`src/rtl/dt_event_scheduler_if.sv`:
```
// ============================================================================
// dt_event_scheduler_if : producer / time-manager bundle for the event scheduler
// Rev 1.0
// ============================================================================
`default_nettype none

interface dt_event_scheduler_if #(
  parameter int WIDTH      = 32,
  parameter int TIME_WIDTH = 40,
  parameter int DEPTH      = 8
);
  logic                          sched_valid;
  logic                          sched_ready;
  logic signed [TIME_WIDTH-1:0]  sched_time;
  logic signed [TIME_WIDTH-1:0]  emu_time;
  logic signed [WIDTH-1:0]       dt_req;
  logic                          event_fire;
  logic signed [TIME_WIDTH-1:0]  event_time;
  logic [$clog2(DEPTH):0]        count;
  logic                          err_order;
  logic                          err_late;

  modport master (
    output sched_valid, sched_time, emu_time,
    input  sched_ready, dt_req, event_fire, event_time, count, err_order, err_late
  );

  modport slave (
    input  sched_valid, sched_time, emu_time,
    output sched_ready, dt_req, event_fire, event_time, count, err_order, err_late
  );
endinterface

`default_nettype wire

```
`src/rtl/dt_event_scheduler.sv`:
```
// ============================================================================
// dt_event_scheduler : absolute-time event queue driving one dt_req lane
// Rev 1.0
// ============================================================================
`default_nettype none

module dt_event_scheduler #(
  parameter int WIDTH      = 32,
  parameter int TIME_WIDTH = 40,
  parameter int DEPTH      = 8,
  parameter int DT_MAX     = -1
) (
  input  logic                 emu_clk,
  input  logic                 emu_rst_n,
  dt_event_scheduler_if.slave  sif
);

  localparam int c_ptr_w = $clog2(DEPTH);
  localparam int c_cnt_w = c_ptr_w + 1;
  localparam int c_dw    = TIME_WIDTH + 1;

  localparam logic [WIDTH-1:0] c_dt_auto    = {1'b0, {(WIDTH-1){1'b1}}};
  localparam logic [WIDTH-1:0] c_dt_max     = (DT_MAX < 0) ? c_dt_auto : WIDTH'(DT_MAX);
  localparam logic [c_dw-1:0]  c_dt_max_ext = c_dw'(c_dt_max);
  localparam logic [c_cnt_w-1:0] c_full_cnt = c_cnt_w'(DEPTH);

  logic [TIME_WIDTH-1:0]         r_mem [DEPTH];
  logic [c_ptr_w-1:0]            r_rd_ptr;
  logic [c_ptr_w-1:0]            r_wr_ptr;
  logic [c_cnt_w-1:0]            r_count;
  logic signed [TIME_WIDTH-1:0]  r_last_push;
  logic                          r_err_order;
  logic                          r_err_late;

  logic                          w_empty;
  logic                          w_full;
  logic [TIME_WIDTH-1:0]         w_head;
  logic signed [c_dw-1:0]        w_diff;
  logic                          w_fire;
  logic                          w_late;
  logic                          w_push;
  logic                          w_order_bad;
  logic                          w_write;
  logic [WIDTH-1:0]              w_dt_req;

  assign w_empty = (r_count == '0);
  assign w_full  = (r_count == c_full_cnt);
  assign w_head  = r_mem[r_rd_ptr];

  // One extra bit keeps head - emu_time from wrapping at the extremes of the time range.
  assign w_diff  = $signed({w_head[TIME_WIDTH-1], w_head})
                 - $signed({sif.emu_time[TIME_WIDTH-1], sif.emu_time});

  assign w_fire  = !w_empty && (w_diff[c_dw-1] || (w_diff == '0));
  assign w_late  = w_diff[c_dw-1];

  // Readiness depends only on occupancy, so a same-cycle pop never admits a push.
  assign w_push      = sif.sched_valid && !w_full;
  assign w_order_bad = ($signed(sif.sched_time) < r_last_push);
  assign w_write     = w_push && !w_order_bad;

  always_comb begin
    w_dt_req = c_dt_max;
    if (!w_empty) begin
      if (w_fire) begin
        w_dt_req = '0;
      end else if (w_diff > $signed(c_dt_max_ext)) begin
        w_dt_req = c_dt_max;
      end else begin
        w_dt_req = w_diff[WIDTH-1:0];
      end
    end
  end

  always_ff @(posedge emu_clk) begin
    if (w_write) begin
      r_mem[r_wr_ptr] <= sif.sched_time;
    end
  end

  always_ff @(posedge emu_clk) begin
    if (!emu_rst_n) begin
      r_rd_ptr    <= '0;
      r_wr_ptr    <= '0;
      r_count     <= '0;
      r_last_push <= '0;
      r_err_order <= 1'b0;
      r_err_late  <= 1'b0;
    end else begin
      if (w_write) begin
        r_wr_ptr    <= r_wr_ptr + c_ptr_w'(1);
        r_last_push <= $signed(sif.sched_time);
      end
      if (w_push && w_order_bad) begin
        r_err_order <= 1'b1;
      end
      if (w_fire) begin
        r_rd_ptr <= r_rd_ptr + c_ptr_w'(1);
        if (w_late) begin
          r_err_late <= 1'b1;
        end
      end
      case ({w_write, w_fire})
        2'b10:   r_count <= r_count + c_cnt_w'(1);
        2'b01:   r_count <= r_count - c_cnt_w'(1);
        default: r_count <= r_count;
      endcase
    end
  end

  assign sif.sched_ready = !w_full;
  assign sif.dt_req      = $signed(w_dt_req);
  assign sif.event_fire  = w_fire;
  assign sif.event_time  = $signed(w_head);
  assign sif.count       = r_count;
  assign sif.err_order   = r_err_order;
  assign sif.err_late    = r_err_late;

endmodule

`default_nettype wire

```
`src/flat_wrapper.sv`:
```
// flat-port wrapper written by rule: the top's interface ports become plain ports
module dt_event_scheduler_flat 
#(
  parameter int WIDTH      = 32,
  parameter int TIME_WIDTH = 40,
  parameter int DEPTH      = 8,
  parameter int DT_MAX     = -1
)
  (emu_clk, emu_rst_n, sif_sched_valid, sif_sched_time, sif_emu_time, sif_sched_ready, sif_dt_req, sif_event_fire, sif_event_time, sif_count, sif_err_order, sif_err_late);
  dt_event_scheduler_if #(.WIDTH(WIDTH), .TIME_WIDTH(TIME_WIDTH), .DEPTH(DEPTH)) sif_i ();
  input  logic emu_clk;
  input  logic emu_rst_n;
  input wire logic [$bits(sif_i.sched_valid)-1:0] sif_sched_valid;
  input wire logic [$bits(sif_i.sched_time)-1:0] sif_sched_time;
  input wire logic [$bits(sif_i.emu_time)-1:0] sif_emu_time;
  output wire logic [$bits(sif_i.sched_ready)-1:0] sif_sched_ready;
  output wire logic [$bits(sif_i.dt_req)-1:0] sif_dt_req;
  output wire logic [$bits(sif_i.event_fire)-1:0] sif_event_fire;
  output wire logic [$bits(sif_i.event_time)-1:0] sif_event_time;
  output wire logic [$bits(sif_i.count)-1:0] sif_count;
  output wire logic [$bits(sif_i.err_order)-1:0] sif_err_order;
  output wire logic [$bits(sif_i.err_late)-1:0] sif_err_late;
  assign sif_i.sched_valid = sif_sched_valid;
  assign sif_i.sched_time = sif_sched_time;
  assign sif_i.emu_time = sif_emu_time;
  assign sif_sched_ready = sif_i.sched_ready;
  assign sif_dt_req = sif_i.dt_req;
  assign sif_event_fire = sif_i.event_fire;
  assign sif_event_time = sif_i.event_time;
  assign sif_count = sif_i.count;
  assign sif_err_order = sif_i.err_order;
  assign sif_err_late = sif_i.err_late;
  dt_event_scheduler #(.WIDTH(WIDTH), .TIME_WIDTH(TIME_WIDTH), .DEPTH(DEPTH), .DT_MAX(DT_MAX)) u_core (.emu_clk(emu_clk), .emu_rst_n(emu_rst_n), .sif(sif_i));
endmodule
```
`config.mk`:
```
export PLATFORM = sky130hd
export DESIGN_NAME = dt_event_scheduler_flat
export DESIGN_NICKNAME = d
export VERILOG_FILES = /design/src/rtl/dt_event_scheduler_if.sv /design/src/rtl/dt_event_scheduler.sv /design/src/flat_wrapper.sv
export SDC_FILE = /design/constraint.sdc
export NUM_CORES = 1
export LEC_CHECK = 0
export ABC_AREA = 1
export CORE_UTILIZATION = 59
export DETAILED_ROUTE_END_ITERATION = 10
export PLACE_DENSITY = 0.89
export SLEW_MARGIN = 20
export SYNTH_ARGS = -nofsm -noshare
export SYNTH_HDL_FRONTEND = slang
export SYNTH_SLANG_ARGS = --single-unit
```
`constraint.sdc`:
```
create_clock -name emu_clk -period 6.91 [get_ports emu_clk]
set_input_delay 1.382 -clock emu_clk [delete_from_list [all_inputs] [get_ports emu_clk]]
set_output_delay 1.382 -clock emu_clk [all_outputs]
set_load 0.005 [all_outputs]
```
==> impl_metrics.py <==
metrics = {
    "run_status": {
        "outcome": "complete, no violations",
    },
    "worst_setup_path": {
        "cpPeakStageDelay_ns": 0.50,
        "critPathMostFrequentCell": "nand2_1",
        "rr_worst_depth": 30,
        "critical_path.endpoint": "sif_dt_req[0]",
        "path_class": "reg -> out",
        "cp_slowest_cell": "a31oi_1",
        "crit_fanout": 23,
        "reg2reg_slack_ns": 1.21,
        "critPathArrivalTime_ns": 5.42,
        "r2r_end": "u_core.sif.count[3]",
        "critPathLaunchType": "register",
        "worst_ep_required_time_ns": 5.53,
        "end_kind": "output port",
    },
    "die": {
        "fp.dieW_um": 183,
        "core_area_um2": 32500,
        "die_area_um2": 33600,
        "io-pin-count": 163,
        "row_count": 66,
        "start_util_pct": 59.8,
        "die_y_um": 183,
    },
    "clock_network": {
        "cts_max_level": 2,
        "cts_hold_buf": 0,
        "clockRootBuffer": "clkbuf_16",
        "cts_tree": "built",
        "clock_latency_ns": 0.53,
        "numClockSinks": 375,
        "cts_buffers": 35,
        "clockBufferDepth": 3,
        "clk_pin_slew_worst_paths_ns": 0.06,
    },
    "sta": {
        "post-route-min-period_ns": 6.81,
        "worst_slew_pin_slew_ns": 0.972,
        "fmax_mhz": 147,
        "final-setup-viol-count": 0,
        "finalCritPeriodShare_pct": 98.5,
        "hold_viol": 0,
        "clock_skew_ns": 0.0245,
        "setup_slack_ns": 0.103,
        "relSlewSlack_pct": 34.8,
        "slew_violations": 0,
    },
    "power_and_ir_drop": {
        "power_density_nw_per_um2": 445,
        "vdd_drop_max_uv": 424,
        "p_leak_nw": 9.39,
    },
    "drt": {
        "wl_um": 61500,
        "drtIter0Drc": 2252,
        "via_count": 16900,
        "ant_nets": 0,
        "viasPerCell": 6.00,
        "first_pass_iters": 8,
        "route.detailed.drc": 0,
        "wl_per_cell_um": 21.8,
    },
    "global_route": {
        "antenna_found_initial": 2,
        "grt-ovfl-total": 0,
        "grt_max_degree": 81,
        "grt_usage_pct": 35.3,
        "grt_pass1_wl_um": 89300,
        "first_global_vias": 16400,
    },
    "synthesis": {
        "ys_top_cells_by_area": "edfxtp_1 50%, nor2_1 7.6%, nand2_1 7.0%",
        "syn-num-nets": 2339,
        "ys_warn_count": 0,
        "ys_ff_latch": 375,
        "syn_inst": 2169,
        "syn_area_per_cell_um2": 8.95,
        "yosysSeqAreaShare_pct": 55.2,
        "yosysUniqueCellTypes": 43,
        "syn_area_um2": 19400,
        "synth_top_area_cell": "edfxtp_1",
        "yosysTopAreaCellShare_pct": 49.5,
    },
    "cells_and_area": {
        "fillers": 2196,
        "fin_util_pct": 71.5,
        "multi_input_area_um2": 7340,
        "final_area_um2": 23200,
        "seqCellArea_um2": 10700,
        "synthToLayoutAreaGrowth_pct": 19.6,
        "layout-drive-gt1-share_pct": 8.21,
        "nets": 2517,
    },
    "placement": {
        "gp_congestion": 1.03,
        "io_buffers": 161,
        "hpwlAfterDp_um": 40100,
        "pre_cts_ws_ns": 0.272,
        "dpl_cell_area_um2": 21900,
    },
    "min_path": {
        "hold_class": "reg -> reg",
    },
    "run": {
        "maxCapViolations": 0,
    },
}
==> report_power, final <==
part	leakage [nW]	switching [mW]	total [mW]	internal, mW
logic	5.44	3.35	5.59	2.23
registers	3.34	0.0763	2.72	2.64
clock network	0.603	0.852	2.03	1.18
total	9.39	4.28	10.3	6.06
==> how the worst min path moves through the flow <==
stage	from	end	slack [ns]	cells after the start
CTS	u_core.r_last_push[20]	u_core.r_last_push[20]	0.46	2
detailed placement	u_core.r_last_push[3]	u_core.r_last_push[3]	0.45	2
global placement	u_core.r_last_push[0]	u_core.r_last_push[0]	0.44	2
global route	u_core.r_last_push[20]	u_core.r_last_push[20]	0.48	2
finish	u_core.r_last_push[21]	u_core.r_last_push[21]	0.46	2
floorplan	u_core.r_last_push[0]	u_core.r_last_push[0]	0.42	2
==> final cells by class <==
| class | instances | share of cell area (%) |
|---|---|---|
| Clock inverter | 19 | 0.927 |
| Sequential cell | 375 | 46.2 |
| Inverter | 286 | 4.69 |
| Tap cell | 442 | 2.38 |
| Antenna cell | 1 | 0.0108 |
| Clock buffer | 45 | 4.30 |
| Multi-Input combinational cell | 1423 | 31.6 |
| Timing Repair Buffer | 226 | 9.91 |
==> layer usage <==
metal  wire length [µm]  share of wire [%]  vias up  track usage [%]
met5                 14              0.023        -                0
met4               2890                4.7        2             17.5
met3               6950                 11      228             6.51
met2              29400                 48     1269             59.2
met1              22300                 36     7771             44.0
li1                   -                  -     7621                -
==> layout by cell type, fill, tap and decap left out, types with 5 or more instances in the layout <==
cell type / count
nor2_1: 387
nand2_1: 361
edfxtp_1: 320
inv_1: 277
o21ai_0: 220
clkdlybuf4s50_1: 161
a21oi_1: 101
ha_1: 86
nand3_1: 58
dfxtp_1: 53
buf_4: 52
o22ai_1: 42
clkbuf_16: 40
a31oi_1: 38
a21oi_2: 29
nand4_1: 17
xor2_1: 12
nor3_1: 9
clkinv_2: 9
nand2_2: 8
nor2_2: 8
buf_12: 8
o21a_1: 5
clkinv_1: 5
nand3b_1: 5
clkbuf_1: 5
==> timing repair <==
item                                    CTS  global route
buffers inserted                          0             0
endpoints found under the setup margin   32            32
gates cloned                              1             2
resized for setup                         4            10
==> logic make-up after synthesis <==
kind of cell / Yosys count / synth area share (%)
AND/OR/NAND/NOR: 871 / 18.0
AO/OA/AOI/OAI: 448 / 12.9
flip-flops: 375 / 55.2
buffers and inverters: 371 / 7.50
adder cells (fa/ha/maj): 87 / 5.65
XOR/XNOR: 16 / 0.761
other: 1 / 0.0193
==> stage by stage <==
step | setup TNS (ns) | std cells | total power, mW | hold WS [ns]
after detailed placement | 0 | 2749 | 8.11 | 0.451
after CTS | 0 | 2814 | 10.2 | 0.460
after global routing | -0.723 | 2816 | 10.9 | 0.477
after floorplan | 0 | 2169 | 5.89 | 0.424
after global placement | 0 | 2749 | 7.98 | 0.435
final | 0 | 2817 | 10.3 | 0.462
==> state kept, by name (all words and copies together) (netlist names), named ones only <==
register,count
u_core.r_mem,320
u_core.r_last_push,40
u_core.sif.count,4
u_core.r_rd_ptr,3
u_core.r_wr_ptr,3
u_core.sif.err_late,1
u_core.sif.err_order,1
==> Yosys cell counts <==
cell	count
buf_6	1
o221ai_1	3
nor2_1	392
conb_1	1
nand2_2	7
buf_4	1
nand3_1	59
o211ai_2	1
a21oi_1	101
o21bai_1	2
xor2_2	1
edfxtp_1	320
ha_1	86
nand2_1	362
a21oi_2	29
fa_1	1
clkbuf_1	71
nand3b_1	5
buf_12	3
nor2_2	7
or2_2	1
nand4_1	17
and2_4	1
buf_1	6
nand3_2	3
buf_2	3
o21ai_0	222
o21ai_1	1
o22ai_1	42
dfxtp_1	55
nor4_1	1
xor2_1	12
inv_1	279
o21ai_4	1
clkinv_1	3
nor3_1	13
a31oi_1	40
o2111ai_1	1
xnor2_1	3
o21a_1	5
inv_2	4
and2_1	2
or2_1	1
==> critical path, delay by kind of cell, from the launching register on <==
kind | cells | cell delay, ns
buffers and inverters | 7 | 1.50
adder cells (fa/ha/maj) | 1 | 0.33
AO/OA/AOI/OAI | 5 | 0.99
AND/OR/NAND/NOR | 12 | 1.68
flip-flops | 1 | 0.39
Power figures use the tool's default switching activity.
==> variant (same settings) <==
`DEPTH` is set to 8 in 3 places; all go to 16.
--- a/src/rtl/dt_event_scheduler_if.sv
+++ b/src/rtl/dt_event_scheduler_if.sv
@@ -8,5 +8,5 @@
   parameter int WIDTH      = 32,
   parameter int TIME_WIDTH = 40,
-  parameter int DEPTH      = 8
+  parameter int DEPTH      = 16
 );
   logic                          sched_valid;
--- a/src/rtl/dt_event_scheduler.sv
+++ b/src/rtl/dt_event_scheduler.sv
@@ -8,5 +8,5 @@
   parameter int WIDTH      = 32,
   parameter int TIME_WIDTH = 40,
-  parameter int DEPTH      = 8,
+  parameter int DEPTH      = 16,
   parameter int DT_MAX     = -1
 ) (
--- a/src/flat_wrapper.sv
+++ b/src/flat_wrapper.sv
@@ -4,5 +4,5 @@
   parameter int WIDTH      = 32,
   parameter int TIME_WIDTH = 40,
-  parameter int DEPTH      = 8,
+  parameter int DEPTH      = 16,
   parameter int DT_MAX     = -1
 )
Ports: changed (resized sif_count); port bits go from 163 to 164. No check against the original RTL was run, so the function may have changed too.
==> variant against the unedited design <==
- via count grew 49%
- sequential cell count is 324 higher
- power increased by 46%
- cell area is 66% higher
- setup slack better by 26 ps
- synthesized cell count rose by 38%
- cell count up 42%
- hold slack better by 3.7 ps
- routed wire length up 64%
- synthesized area grew 69%
- critical path type unchanged
- largest power group unchanged
==> variant: results (changes against the unedited design) <==
worst_setup_path:
  reg2reg_depth: 35  # was 30
  critPathSlowestCell: "dfxtp_4"  # was a31oi_1
  rrSetupSlack_ps: 870  # was 1210 ps
  r2r_end: "u_core.sif.count[4]"  # was u_core.sif.count[3]
detailed_routing:
  wl_mm: 101.1  # was 61.46 mm
  routedWlPerCell_um: 25.31  # was 21.82 um
power:
  p_int_mw: 9.520  # was 6.058 mW
  p_comb_share_pct: 43.7  # was 54.0%
  seq_cell_power_mw: 4.79  # was 2.72 mW
  clock_power_share_pct: 24.7  # was 19.7%
place:
  dp_hpwl_mm: 55.61  # was 40.14 mm
  placed_area_mm2: 0.03586  # was 0.02185 mm^2
  post-place-ws_ps: 562.2  # was 271.9 ps
  globalplace.congestion: 0.9946  # was 1.032
timing:
  worstMarginPinSlew_ps: 1014  # was 971.6 ps
synth:
  synth-edff-count: 640  # was 320
  synth_xor_area_share_pct: 0.4811  # was 0.7606%
  synth_fa_ha_area_share_pct: 3.559  # was 5.647%
  yosysSeqAreaShare_pct: 62.26  # was 55.18%
  synth_nets: 3175  # was 2339
  yosysUniqueCellTypes: 44  # was 43
global_route:
  antenna_found_initial: 4  # was 2
  grt_first_pass_wirelength_mm: 139.6  # was 89.28 mm
  grt_pass1_vias: 23580  # was 16.39k
  grt_usage_pct: 33.61  # was 35.33%
  grt_max_degree: 96  # was 81
layout:
  largest_register_ff_count: 640  # was 320
  n_fill_cell: 3498  # was 2196
  fin_nets: 3366  # was 2517
clock_network:
  clkLatencyLatePin_ps: 630  # was 530 ps
  numCtsBuffers: 67  # was 35
  h-tree-depth: 3  # was 2
outcome:
  outcome: "finished, final reports clean"  # unchanged
[variant: changes by cell type after synthesis, moves of 11 or more]
cell      before  now
edfxtp_1     320  640
nor2_1       392  100
inv_1        279  443
o211ai_1       0  161
mux2i_1        0  160
a21oi_1      101  260
nand2_1      362  505
nand3_1       59  101
o22ai_1       42    0
a31oi_1       40    2
clkbuf_1      71   96
buf_1          6   21
o21ai_0      222  211
[variant: area by class of cell]
type / instances / area (um^2) / share of cell area [%]
multi-input combinational: 1712 / 10370 / 26.92
tap: 748 / 935.9 / 2.429
timing repair buffer: 258 / 2883 / 7.481
inverter: 453 / 1718 / 4.458
clock buffer: 82 / 1817 / 4.715
clock inverter: 39 / 386.6 / 1.003
sequential: 699 / 20410 / 52.97
antenna: 3 / 7.507 / 0.01948
[variant: layer usage]
layer / global-route usage (%) / routed length [um] / up-vias
met5: 0 / 0 / -
li1: - / - / 10820
met4: 17.85 / 5876 / 0
met3: 6.399 / 13250 / 435
met1: 42.86 / 34530 / 11700
met2: 54.69 / 47440 / 2138
